<file path="src/rtl/rx_descaper_if.sv">
// Line-side word stream into the descaper and decoded stream/status out of it.
// The master side drives the escaped words and control; the slave side is the descaper.
interface rx_descaper_if #(
    parameter int UNITWIDTH  = 16,
    parameter int LANENUMBER = 4
);
    logic                  in_enable;
    logic                  in_rxdata_en;
    logic [UNITWIDTH-1:0]  in_rxdata;
    logic [2:0]            in_lane_id;
    logic                  in_clr_err;

    logic                  out_rxdata_en;
    logic [UNITWIDTH-1:0]  out_rxdata;
    logic                  out_rxsync;
    logic [LANENUMBER-1:0] out_remote_blocklock;
    logic                  out_idle;
    logic                  out_err_esc;
    logic                  out_err_lane;
    logic [7:0]            out_err_count;

    modport master (
        output in_enable, in_rxdata_en, in_rxdata, in_lane_id, in_clr_err,
        input  out_rxdata_en, out_rxdata, out_rxsync, out_remote_blocklock,
               out_idle, out_err_esc, out_err_lane, out_err_count
    );

    modport slave (
        input  in_enable, in_rxdata_en, in_rxdata, in_lane_id, in_clr_err,
        output out_rxdata_en, out_rxdata, out_rxsync, out_remote_blocklock,
               out_idle, out_err_esc, out_err_lane, out_err_count
    );
endinterface

</file>
<file path="src/rtl/rx_descaper.sv">
// Receive-side descaper: strips the escape word from the line stream and turns
// escaped pairs into data, idle, sync or error events, one registered cycle later.
module rx_descaper #(
    parameter int UNITWIDTH  = 16,
    parameter int LANENUMBER = 4,
    parameter logic [UNITWIDTH-1:0] ESC_CHAR  = 16'h5C5C,
    parameter logic [UNITWIDTH-1:0] IDLE_CHAR = 16'h0707,
    parameter logic [UNITWIDTH-LANENUMBER-8:0] SYNC_CHAR = 5'b10110
) (
    input  logic          clk,
    input  logic          reset_n,
    rx_descaper_if.slave  bus
);

    localparam int SYNC_W = UNITWIDTH - 7 - LANENUMBER;

    typedef enum logic {
        NORMAL  = 1'b0,
        GOT_ESC = 1'b1
    } state_t;

    state_t                state_q, state_d;
    logic [UNITWIDTH-1:0]  rxdata_q, rxdata_d;
    logic                  rxdata_en_q, rxdata_en_d;
    logic                  rxsync_q, rxsync_d;
    logic [LANENUMBER-1:0] blocklock_q, blocklock_d;
    logic                  idle_q, idle_d;
    logic                  err_esc_q, err_esc_d;
    logic                  err_lane_q, err_lane_d;
    logic [7:0]            err_count_q, err_count_d;

    logic [UNITWIDTH-1:0]  word;
    logic                  word_is_esc;
    logic                  word_is_idle;
    logic                  word_is_sync;
    logic                  word_lane_ok;

    // Classify the incoming word; only meaningful for the second word of an escape.
    always_comb begin
        word         = bus.in_rxdata;
        word_is_esc  = (word == ESC_CHAR);
        word_is_idle = (word == IDLE_CHAR);
        word_is_sync = (word[UNITWIDTH-1 -: SYNC_W] == SYNC_CHAR) &&
                       (word[LANENUMBER+3:LANENUMBER] == 4'b0000);
        word_lane_ok = (word[LANENUMBER+6:LANENUMBER+4] == bus.in_lane_id);
    end

    // Next-state and next-output logic; everything freezes while in_enable is low.
    always_comb begin
        state_d       = state_q;
        rxdata_d      = rxdata_q;
        rxdata_en_d   = rxdata_en_q;
        rxsync_d      = rxsync_q;
        blocklock_d   = blocklock_q;
        idle_d        = idle_q;
        err_esc_d     = err_esc_q;
        err_lane_d    = err_lane_q;
        err_count_d   = err_count_q;

        if (bus.in_enable) begin
            rxdata_en_d = 1'b0;
            rxsync_d    = 1'b0;
            idle_d      = 1'b0;
            err_esc_d   = 1'b0;
            err_lane_d  = 1'b0;

            if (bus.in_rxdata_en) begin
                unique case (state_q)
                    NORMAL: begin
                        if (word_is_esc) begin
                            state_d = GOT_ESC;
                        end else begin
                            rxdata_d    = word;
                            rxdata_en_d = 1'b1;
                        end
                    end
                    GOT_ESC: begin
                        state_d = NORMAL;
                        if (word_is_esc) begin
                            rxdata_d    = ESC_CHAR;
                            rxdata_en_d = 1'b1;
                        end else if (word_is_idle) begin
                            idle_d = 1'b1;
                        end else if (word_is_sync) begin
                            rxsync_d    = 1'b1;
                            blocklock_d = word[LANENUMBER-1:0];
                            err_lane_d  = !word_lane_ok;
                        end else begin
                            err_esc_d = 1'b1;
                        end
                    end
                    default: state_d = NORMAL;
                endcase
            end

            // A clear request beats a coincident error; the counter sticks at 255.
            if (bus.in_clr_err) begin
                err_count_d = 8'd0;
            end else if ((err_esc_d || err_lane_d) && (err_count_q != 8'hFF)) begin
                err_count_d = err_count_q + 8'd1;
            end
        end
    end

    // State and output registers, cleared asynchronously so a pending escape is dropped.
    always_ff @(posedge clk or negedge reset_n) begin
        if (!reset_n) begin
            state_q     <= NORMAL;
            rxdata_q    <= '0;
            rxdata_en_q <= 1'b0;
            rxsync_q    <= 1'b0;
            blocklock_q <= '0;
            idle_q      <= 1'b0;
            err_esc_q   <= 1'b0;
            err_lane_q  <= 1'b0;
            err_count_q <= 8'd0;
        end else begin
            state_q     <= state_d;
            rxdata_q    <= rxdata_d;
            rxdata_en_q <= rxdata_en_d;
            rxsync_q    <= rxsync_d;
            blocklock_q <= blocklock_d;
            idle_q      <= idle_d;
            err_esc_q   <= err_esc_d;
            err_lane_q  <= err_lane_d;
            err_count_q <= err_count_d;
        end
    end

    assign bus.out_rxdata_en        = rxdata_en_q;
    assign bus.out_rxdata           = rxdata_q;
    assign bus.out_rxsync           = rxsync_q;
    assign bus.out_remote_blocklock = blocklock_q;
    assign bus.out_idle             = idle_q;
    assign bus.out_err_esc          = err_esc_q;
    assign bus.out_err_lane         = err_lane_q;
    assign bus.out_err_count        = err_count_q;

    // Each decoded word yields at most one kind of event.
    a_one_event: assert property (@(posedge clk) disable iff (!reset_n)
        $onehot0({rxdata_en_q, idle_q, rxsync_q, err_esc_q}));

    // A lane error is only ever reported alongside its sync.
    a_lane_with_sync: assert property (@(posedge clk) disable iff (!reset_n)
        err_lane_q |-> rxsync_q);

endmodule

</file>
<file path="src/flat_wrapper.sv">
// flat-port wrapper written by rule: the top's interface ports become plain ports
module rx_descaper_flat 
#(
    parameter int UNITWIDTH  = 16,
    parameter int LANENUMBER = 4,
    parameter logic [UNITWIDTH-1:0] ESC_CHAR  = 16'h5C5C,
    parameter logic [UNITWIDTH-1:0] IDLE_CHAR = 16'h0707,
    parameter logic [UNITWIDTH-LANENUMBER-8:0] SYNC_CHAR = 5'b10110
)
  (clk, reset_n, bus_in_enable, bus_in_rxdata_en, bus_in_rxdata, bus_in_lane_id, bus_in_clr_err, bus_out_rxdata_en, bus_out_rxdata, bus_out_rxsync, bus_out_remote_blocklock, bus_out_idle, bus_out_err_esc, bus_out_err_lane, bus_out_err_count);
  rx_descaper_if #(.UNITWIDTH(UNITWIDTH), .LANENUMBER(LANENUMBER)) bus_i ();
  input  logic clk;
  input  logic reset_n;
  input wire logic [$bits(bus_i.in_enable)-1:0] bus_in_enable;
  input wire logic [$bits(bus_i.in_rxdata_en)-1:0] bus_in_rxdata_en;
  input wire logic [$bits(bus_i.in_rxdata)-1:0] bus_in_rxdata;
  input wire logic [$bits(bus_i.in_lane_id)-1:0] bus_in_lane_id;
  input wire logic [$bits(bus_i.in_clr_err)-1:0] bus_in_clr_err;
  output wire logic [$bits(bus_i.out_rxdata_en)-1:0] bus_out_rxdata_en;
  output wire logic [$bits(bus_i.out_rxdata)-1:0] bus_out_rxdata;
  output wire logic [$bits(bus_i.out_rxsync)-1:0] bus_out_rxsync;
  output wire logic [$bits(bus_i.out_remote_blocklock)-1:0] bus_out_remote_blocklock;
  output wire logic [$bits(bus_i.out_idle)-1:0] bus_out_idle;
  output wire logic [$bits(bus_i.out_err_esc)-1:0] bus_out_err_esc;
  output wire logic [$bits(bus_i.out_err_lane)-1:0] bus_out_err_lane;
  output wire logic [$bits(bus_i.out_err_count)-1:0] bus_out_err_count;
  assign bus_i.in_enable = bus_in_enable;
  assign bus_i.in_rxdata_en = bus_in_rxdata_en;
  assign bus_i.in_rxdata = bus_in_rxdata;
  assign bus_i.in_lane_id = bus_in_lane_id;
  assign bus_i.in_clr_err = bus_in_clr_err;
  assign bus_out_rxdata_en = bus_i.out_rxdata_en;
  assign bus_out_rxdata = bus_i.out_rxdata;
  assign bus_out_rxsync = bus_i.out_rxsync;
  assign bus_out_remote_blocklock = bus_i.out_remote_blocklock;
  assign bus_out_idle = bus_i.out_idle;
  assign bus_out_err_esc = bus_i.out_err_esc;
  assign bus_out_err_lane = bus_i.out_err_lane;
  assign bus_out_err_count = bus_i.out_err_count;
  rx_descaper #(.UNITWIDTH(UNITWIDTH), .LANENUMBER(LANENUMBER), .ESC_CHAR(ESC_CHAR), .IDLE_CHAR(IDLE_CHAR), .SYNC_CHAR(SYNC_CHAR)) u_core (.clk(clk), .reset_n(reset_n), .bus(bus_i));
endmodule
</file>
<file path="config.mk">
export PLATFORM = sky130hd
export DESIGN_NAME = rx_descaper_flat
export DESIGN_NICKNAME = d
export VERILOG_FILES = /design/src/rtl/rx_descaper_if.sv /design/src/rtl/rx_descaper.sv /design/src/flat_wrapper.sv
export SDC_FILE = /design/constraint.sdc
export NUM_CORES = 1
export LEC_CHECK = 0
export CAP_MARGIN = 10
export CORE_AREA = 2 2 83 53
export CTS_CLUSTER_SIZE = 20
export DETAILED_ROUTE_END_ITERATION = 10
export DIE_AREA = 0 0 85 55
export DONT_BUFFER_PORTS = 1
export GPL_ROUTABILITY_DRIVEN = 0
export PLACE_DENSITY = 0.68
export REMOVE_ABC_BUFFERS = 1
export SYNTH_ARGS = -nofsm -noshare
export SYNTH_HDL_FRONTEND = slang
export SYNTH_SLANG_ARGS = --single-unit
</file>
<file path="constraint.sdc">
create_clock -name clk -period 2.63 [get_ports clk]
set_input_delay 0.6575 -clock clk [delete_from_list [all_inputs] [get_ports clk]]
set_output_delay 0.6575 -clock clk [all_outputs]
set_load 0.01 [all_outputs]
</file>
==> results of run 1 <==
-- final cells by class --
cell class / count / area (sq um) / area share [%]
Tap cell: 50 / 62.6 / 3.38
Sequential cell: 34 / 851 / 45.9
Clock buffer: 7 / 76.3 / 4.12
Multi-Input combinational cell: 134 / 821 / 44.3
Inverter: 7 / 26.3 / 1.42
Timing Repair Buffer: 2 / 15.0 / 0.811
-- state kept, by name, indices dropped and copies added (netlist names) --
name                             cells
u_core.state_q                       1
u_core.bus.out_err_esc               1
u_core.bus.out_err_count             8
u_core.bus.out_rxdata_en             1
u_core.bus.out_rxsync                1
u_core.bus.out_rxdata               16
u_core.bus.out_err_lane              1
u_core.bus.out_idle                  1
u_core.bus.out_remote_blocklock      4
-- routing by layer --
metal,part of all wire [%],vias to the layer above,global-route usage [%]
li1,-,658,-
met5,0,-,0
met2,45,60,29.4
met1,46,659,25.0
met4,0.77,0,5.82
met3,7.5,4,6.82
-- kinds of logic after synthesis --
| family | count (synthesis) |
|---|---|
| AOI/OAI and AO/OA | 37 |
| muxes | 5 |
| and+or+nand+nor | 87 |
| xor gates and xnor gates | 3 |
| buffers and inverters | 13 |
| adders and majority gates | 2 |
| DFF | 34 |
-- cells in the final DEF, fill, tap and decap left out, drive strengths merged, types with 3 or more instances in the layout --
| cell type | count |
|---|---|
| a21o | 3 |
| a21oi | 3 |
| clkbuf | 7 |
| dfrtp | 34 |
| inv | 5 |
| mux2 | 5 |
| nand2 | 36 |
| nand3 | 13 |
| nand4 | 3 |
| nor2 | 10 |
| nor2b | 4 |
| nor3 | 5 |
| nor4 | 3 |
| nor4bb | 3 |
| o21ai | 19 |
| o311ai | 4 |
| or4 | 4 |
| xnor2 | 3 |
-- worst min-delay path by stage --
stage / start / endpoint / cells past startpoint
finish: reset_n / u_core.bus.out_rxdata[4] / 0
global route: reset_n / u_core.bus.out_rxdata[11] / 0
CTS: reset_n / u_core.bus.out_rxdata[4] / 0
detailed placement: reset_n / u_core.bus.out_rxdata[14] / 0
global placement: reset_n / u_core.bus.out_rxdata[4] / 0
floorplan: reset_n / u_core.bus.out_err_count[0] / 0
-- worst reg2reg max path: cells and delay by family, from the launching register on --
kind / cells / cell delay (ns)
adders and majority gates: 1 / 0.31
AOI/OAI and AO/OA: 2 / 0.56
DFF: 1 / 0.47
and+or+nand+nor: 3 / 0.74
-- power breakdown --
| group | internal, mW | leakage, nW | total (mW) | switching [mW] |
|---|---|---|---|---|
| clock network | 0.182 | 0.0383 | 0.354 | 0.172 |
| registers | 0.558 | 0.447 | 0.601 | 0.0426 |
| logic | 0.0260 | 0.387 | 0.0586 | 0.0326 |
==> flow_summary.ini, run 1 <==
[logic_synthesis]
yosysMostFrequentCell = nand2_1
async_reset_ff_share_pct = 100
synth_cells = 181
synth_ff_type = dfrtp_1
post-synth-top-area-cell = dfrtp_1
synth_xor_xnor_area_share_pct = 1.53
seq_area_frac_synth_pct = 49.4
synth_compound_area_share_pct = 13.9
syn_area_sq_mm = 0.00172
synth_common_cells = 35 x nand2_1, 34 x dfrtp_1, 19 x o21ai_0, 13 x nand3_1, 10 x nor2_1
synthDistinctLibCells = 38
yosysWarningCount = 0
synth_edf_count = 0
yosys.area_share.adder_pct = 1.45
synth_top_cell_area_share_pct = 49.4
synth_top_family_by_area = simple AND/OR/NAND/NOR gates
synth-seq-cells = 34
yosys.area_share.simple_pct = 26.7
syn_avg_cell_area_sq_um = 9.52
synth_area_leaders = dfrtp_1 49%, nand2_1 7.6%, o21ai_0 5.5%, nand3_1 3.8%, mux2_4 3.5%
synthMuxAreaShare_pct = 4.14

[pwr]
power.total_mw = 1.01
p_leak_nw = 0.873
power_density_mw_per_mm2 = 547
vdd_drop_max_uv = 244

[worst_setup_path]
rrSetupSlack_ns = 0.42
cp.arrival_ns = 2.36
critPathKind = register to register
crit_path_top_delay_cell = or4_1
startpoint = u_core.bus.out_err_count[0]
worstPathMaxFanout = 8
end_kind = register
crit_end = u_core.bus.out_err_count[5]
cp_top_family = simple AND/OR/NAND/NOR gates
r2r.worst_path.cells = 6
path_cells = ha_1 > nand3_1 > o211a_1 > nand2_2 > or4_1 > a311o_1
cp.buffers_inverters = 0
cp.required_ns = 2.78
r2r_start = u_core.bus.out_err_count[0]
cp.depth = 6
startpoint_type = register
r2r-end = u_core.bus.out_err_count[5]
critical_path.max_stage_delay_ns = 0.51

[timing]
maxSlewHeadroom_pct = 73.8
finalSetupViolations = 0
min_period_ns = 2.21
rsz0062_at_grt = no
slew_viol_final = 0
skew_ns = 0.00563
fmax_mhz = 453
tightest_slew_ns = 0.393
setup_slack_ns = 0.421
setup_tns_ns = 0
holdWs_ns = 0.0666
hold_violations = 0
period_share_pct = 84.0

[global_route]
grt_pass1_wl_microns = 6620
grt_overflow = 0
track_usage_pct = 18.9
antenna_found_initial = 0
grt_pass1_vias = 1296
grt_max_degree = 35

[drt]
dr.pass1.iters = 5
drt_iter0_drc = 107
via_per_inst = 5.90
vias = 1381
drtAntennaViolNets = 0
drc = 0
post_drt_wl_per_cell_microns = 17.7
wl_microns = 4140

[final_layout]
postLayoutCoreUtil_pct = 47.0
antenna_cells = 0
fillCellCount = 365
layout.cells.non_filler = 234
syn2layout_area_growth_pct = 7.48
final_area_sq_mm = 0.00185
layout.nets = 210
drive_gt1_share_pct = 9.24

[clock_tree]
clk_pin_slew_worst_paths_ns = 0.07
numClockSinks = 34
clockRootBuffer = clkbuf_8
cts_tree = done
clockBufferDepth = 2
htreeDepth = 2
cts_resized = 0
numCtsBuffers = 5
holdBufCountCts = 0
clock_latency_ns = 0.28
postCtsSetupRepairBufs = 0

[die]
die-width_microns = 85
start_util_pct = 43.7
die_h_microns = 55
io_pins = 57
rows = 18
core_area_sq_mm = 0.00394
dieArea_sq_mm = 0.00468

[min_path]
hp-class = input pin to async pin

[placed_design]
dpl_worst_slack_ns = 0.387
dp.final_hpwl_microns = 3090
numPortBuffers = 0
post-place-cells = 227
place_area_sq_mm = 0.00178

[run_status]
status = finished clean

[flow_run]
maxCapViolations = 0
Power figures use the tool's default switching activity.
==> run 2: changes to the inputs <==
--- a/config.mk
+++ b/config.mk
@@ -12,7 +12,7 @@
 export DIE_AREA = 0 0 85 55
 export DONT_BUFFER_PORTS = 1
 export GPL_ROUTABILITY_DRIVEN = 0
-export PLACE_DENSITY = 0.68
+export PLACE_DENSITY = 0.7
 export REMOVE_ABC_BUFFERS = 1
 export SYNTH_ARGS = -nofsm -noshare
 export SYNTH_HDL_FRONTEND = slang
==> constraint.sdc (replaced) <==
create_clock -name clk -period 1.9 [get_ports clk]
set_input_delay 0.475 -clock clk [delete_from_list [all_inputs] [get_ports clk]]
set_output_delay 0.475 -clock clk [all_outputs]
set_load 0.01 [all_outputs]
==> flow_summary.ini, run 2 (synthesis results as in run 1) <==
[die]
die_h_microns = 55
rows = 18
start_util_pct = 43.7
die-width_microns = 85
core_area_sq_mm = 0.00394
dieArea_sq_mm = 0.00468
io_pins = 57

[worst_setup_path]
critPathKind = register to register
cp.arrival_ns = 1.94
cp.required_ns = 2.06
worstPathMaxFanout = 3
end_kind = register
startpoint_type = register

[final_layout]
postLayoutCoreUtil_pct = 51.7
syn2layout_area_growth_pct = 18.4
mostFrequentLayoutCells = 35 x nand2_1, 34 x dfrtp_1, 21 x buf_4
largest_reg_flops = 16
layout_commonest_cell = nand2_1
final_area_sq_mm = 0.00204
fillCellCount = 355
layout.nets = 231
drive_gt1_share_pct = 20.0
antenna_cells = 0

[pwr]
vdd_drop_max_uv = 465
pwr-share-comb_pct = 8.1
p_int_mw = 1.07
p_seq_share_pct = 57.9
switching_power_uw = 359
p_leak_nw = 0.988
power_frac_clock_pct = 34.0
power_density_mw_per_mm2 = 700
switching_share_pct = 25.2

[timing]
hold_violations = 0
slew_viol_final = 0
setup_slack_ns = 0.115
skew_ns = 0.00396
fmax_mhz = 560
tightest_slew_ns = 0.351
min_period_ns = 1.78
setup_tns_ns = 0
rsz0062_at_grt = no
maxSlewHeadroom_pct = 76.3
finalSetupViolations = 0
period_share_pct = 93.9

[clock_tree]
clockBufferDepth = 2
htreeDepth = 2
numClockSinks = 34
clock_latency_ns = 0.28
numCtsBuffers = 5
clk_pin_slew_worst_paths_ns = 0.07
postCtsSetupRepairBufs = 0
cts_tree = done
clockRootBuffer = clkbuf_8

[drt]
drtAntennaViolNets = 0
vias = 1439
drt_iter0_drc = 128
drc = 0
via_per_inst = 5.64
post_drt_wl_per_cell_microns = 16.8
dr.pass1.iters = 4
wl_microns = 4290

[global_route]
grt_pass1_vias = 1375
track_usage_pct = 19.6
grt_overflow = 0
grt_max_degree = 35
grt_pass1_wl_microns = 6960
antenna_found_initial = 0

[run_status]
status = finished clean

[placed_design]
place_area_sq_mm = 0.00194
dp.final_hpwl_microns = 3310
dpl_worst_slack_ns = -0.0840
numPortBuffers = 0

[flow_run]
maxCapViolations = 0

[min_path]
hp-class = input pin to async pin
-- run 2: worst max-delay path: stages (launching register included) --
cell     delay, ns
dfrtp_1       0.38
ha_2          0.19
nand3_1       0.06
o211a_1       0.20
nand2_2       0.08
or4_1         0.47
a311o_1       0.29
-- run 2: worst paths after layout --
path / start / to / slack [ns] / cells after the start
setup / recovery: u_core.bus.out_err_count[0] / u_core.bus.out_err_count[5] / 0.12 / 6
hold / removal: reset_n / u_core.bus.out_remote_blocklock[3] / 0.02 / 1
setup reg to reg: u_core.bus.out_err_count[0] / u_core.bus.out_err_count[5] / 0.12 / 6
hold reg to reg: u_core.bus.out_rxdata[2] / u_core.bus.out_rxdata[2] / 0.54 / 2
max in group asynchronous: reset_n / u_core.bus.out_err_count[0] / 1.70 / 1
min in group clk: bus_in_enable / u_core.bus.out_rxsync / 0.30 / 1
-- run 2: timing repair --
action                     4_1_cts  5_1_grt
hold buffers                     1        0
resized for setup                0        1
setup endpoints to repair        0        1
hold endpoints to repair        34        0
-- run 2: power by group through the flow --
stage               Combinational, mW  Sequential [mW]  Clock [mW]
finish                          0.115            0.826       0.486
global route                    0.137            0.834       0.529
CTS                             0.117            0.828       0.501
detailed placement             0.0988            0.841           0
global placement               0.0940            0.841           0
floorplan                      0.0660            0.835           0
-- run 2: stage by stage --
stage                     hold WS (ns)  instances  power (mW)
after floorplan                  0.179        175       0.901
after global placement           0.180        247       0.935
after detailed placement         0.180        247       0.940
after CTS                       0.0238        255        1.45
after global routing            0.0230        255        1.50
final                           0.0204        255        1.43
-- run 2: layer usage --
| metal | vias up | global-route usage [%] | part of all wire [%] |
|---|---|---|---|
| met2 | 50 | 27.1 | 43 |
| met1 | 686 | 27.8 | 47 |
| met5 | - | 0 | 0 |
| li1 | 701 | - | - |
| met3 | 2 | 7.86 | 10 |
| met4 | 0 | 6.08 | 0.37 |
-- run 2: cell type report --
type	instances	area, sq um	area share, %
clock buffer	5	68.8	3.37
clock inverter	2	10.0	0.491
inverter	7	26.3	1.29
multi-input combinational	134	823	40.4
sequential	34	851	41.7
tap	50	62.6	3.07
timing repair buffer	23	198	9.69
==> run 3: changes to the inputs <==
--- a/config.mk
+++ b/config.mk
@@ -12,8 +12,10 @@
 export DIE_AREA = 0 0 85 55
 export DONT_BUFFER_PORTS = 1
 export GPL_ROUTABILITY_DRIVEN = 0
+export HOLD_SLACK_MARGIN = 0.06
 export PLACE_DENSITY = 0.7
 export REMOVE_ABC_BUFFERS = 1
+export SLEW_MARGIN = 20
 export SYNTH_ARGS = -nofsm -noshare
 export SYNTH_HDL_FRONTEND = slang
 export SYNTH_SLANG_ARGS = --single-unit
==> flow_summary.ini, run 3 (synthesis results as in run 1) <==
[min_path]
hp-class = input pin to register
worstHoldPathCells = 1

[pwr]
vdd_drop_max_uv = 476
p_leak_nw = 0.993
power_frac_clock_pct = 33.9
p_int_mw = 1.07
switching_power_uw = 360
switching_share_pct = 25.2
pwr-share-comb_pct = 8.2
power.total_mw = 1.43
p_seq_share_pct = 57.8
power_density_mw_per_mm2 = 697

[final_layout]
syn2layout_area_growth_pct = 19.0
drive_gt1_share_pct = 19.9
final_area_sq_mm = 0.00205
mostFrequentLayoutCells = 35 x nand2_1, 34 x dfrtp_1, 21 x buf_4
antenna_cells = 0
layout.nets = 232
layout_commonest_cell = nand2_1
largest_reg_flops = 16

[clock_tree]
cts_tree = done
clockBufferDepth = 2
numCtsBuffers = 5
htreeDepth = 2
postCtsSetupRepairBufs = 0
numClockSinks = 34
clock_latency_ns = 0.28
clockRootBuffer = clkbuf_8
clk_pin_slew_worst_paths_ns = 0.07

[timing]
slew_viol_final = 0
finalSetupViolations = 0
min_period_ns = 1.78
skew_ns = 0.00390
holdWs_ns = 0.303
maxSlewHeadroom_pct = 75.9
period_share_pct = 93.7
fmax_mhz = 562
tightest_slew_ns = 0.357
setup_slack_ns = 0.120
setup_tns_ns = 0
hold_violations = 0
rsz0062_at_grt = no

[worst_setup_path]
path_cells = ha_2 > nand3_1 > o211a_1 > nand2_2 > or4_1 > a311o_1
cp_top_family = simple AND/OR/NAND/NOR gates
cp.arrival_ns = 1.94
r2r.worst_path.cells = 6
startpoint_type = register
crit_path_top_delay_cell = or4_1
worstPathMaxFanout = 3
cp.depth = 6
end_kind = register
cp.required_ns = 2.06
cp.buffers_inverters = 0
critical_path.max_stage_delay_ns = 0.47
critPathKind = register to register

[global_route]
track_usage_pct = 19.6
grt_pass1_vias = 1378
grt_max_degree = 35
grt_pass1_wl_microns = 6960
grt_overflow = 0
antenna_found_initial = 0

[drt]
wl_microns = 4280
via_per_inst = 5.63
vias = 1441
drt_iter0_drc = 156
post_drt_wl_per_cell_microns = 16.7
drc = 0
drtAntennaViolNets = 0
dr.pass1.iters = 4

[die]
core_area_sq_mm = 0.00394
die_h_microns = 55
io_pins = 57
die-width_microns = 85
dieArea_sq_mm = 0.00468
start_util_pct = 43.7
rows = 18

[placed_design]
place_area_sq_mm = 0.00194
dp.final_hpwl_microns = 3310
numPortBuffers = 0
dpl_worst_slack_ns = -0.0840

[flow_run]
maxCapViolations = 0

[run_status]
status = finished clean
==> run 3: through the flow <==
stage,utilization [%],cells
4_1_cts,51.9,256
6_report,52.0,256
3_3_place_gp,49.2,247
3_5_place_dp,49.2,247
5_1_grt,52.0,256
2_1_floorplan,-,175
==> run 3: path summary, 6_finish.rpt <==
check	from	slack (ns)	endpoint
worst max-delay path	u_core.bus.out_err_count[0]	0.12	u_core.bus.out_err_count[5]
worst min-delay path	bus_in_enable	0.30	u_core.bus.out_rxsync
worst max register to register	u_core.bus.out_err_count[0]	0.12	u_core.bus.out_err_count[5]
worst min register to register	u_core.bus.out_rxdata[2]	0.54	u_core.bus.out_rxdata[2]
max in group asynchronous	reset_n	1.08	u_core.bus.out_err_count[0]
min in group asynchronous	reset_n	0.64	u_core.bus.out_remote_blocklock[3]
==> run 3: area by class of cell <==
cell class | count | area (sq um)
Fill cell | 354 | 1890
Timing Repair Buffer | 24 | 208
Clock buffer | 5 | 68.8
Sequential cell | 34 | 851
Clock inverter | 2 | 10.0
Tap cell | 50 | 62.6
Inverter | 7 | 26.3
Multi-Input combinational cell | 134 | 823
==> run 3: power groups by stage <==
stage               clock network [mW]  registers, mW  logic, mW
floorplan                            0          0.835     0.0660
CTS                              0.501          0.828      0.120
finish                           0.485          0.826      0.117
global route                     0.529          0.834      0.139
detailed placement                   0          0.841     0.0988
global placement                     0          0.841     0.0940
==> run 3: repair_timing <==
item | 4_1_cts | 5_1_grt
endpoints found under the hold margin | 34 | 0
setup endpoints to repair | 0 | 1
hold buffers | 2 | 0
gates resized for setup | 0 | 1
==> run 3: worst register-to-register path, delay by kind of cell, from the launching register on <==
kind / cells / cell delay (ns)
AO/OA/AOI/OAI: 2 / 0.49
adder cells (fa/ha/maj): 1 / 0.19
flip-flops: 1 / 0.38
AND/OR/NAND/NOR: 3 / 0.61
==> run 3: per-layer routing <==
layer	GRT usage, %	wire length [microns]	part of all wire (%)	vias to the layer above
met4	6.08	33	0.77	0
met5	0	0	0	-
met2	27.1	1810	42	50
li1	-	-	-	703
met3	7.86	427	10	4
met1	27.8	2010	47	684
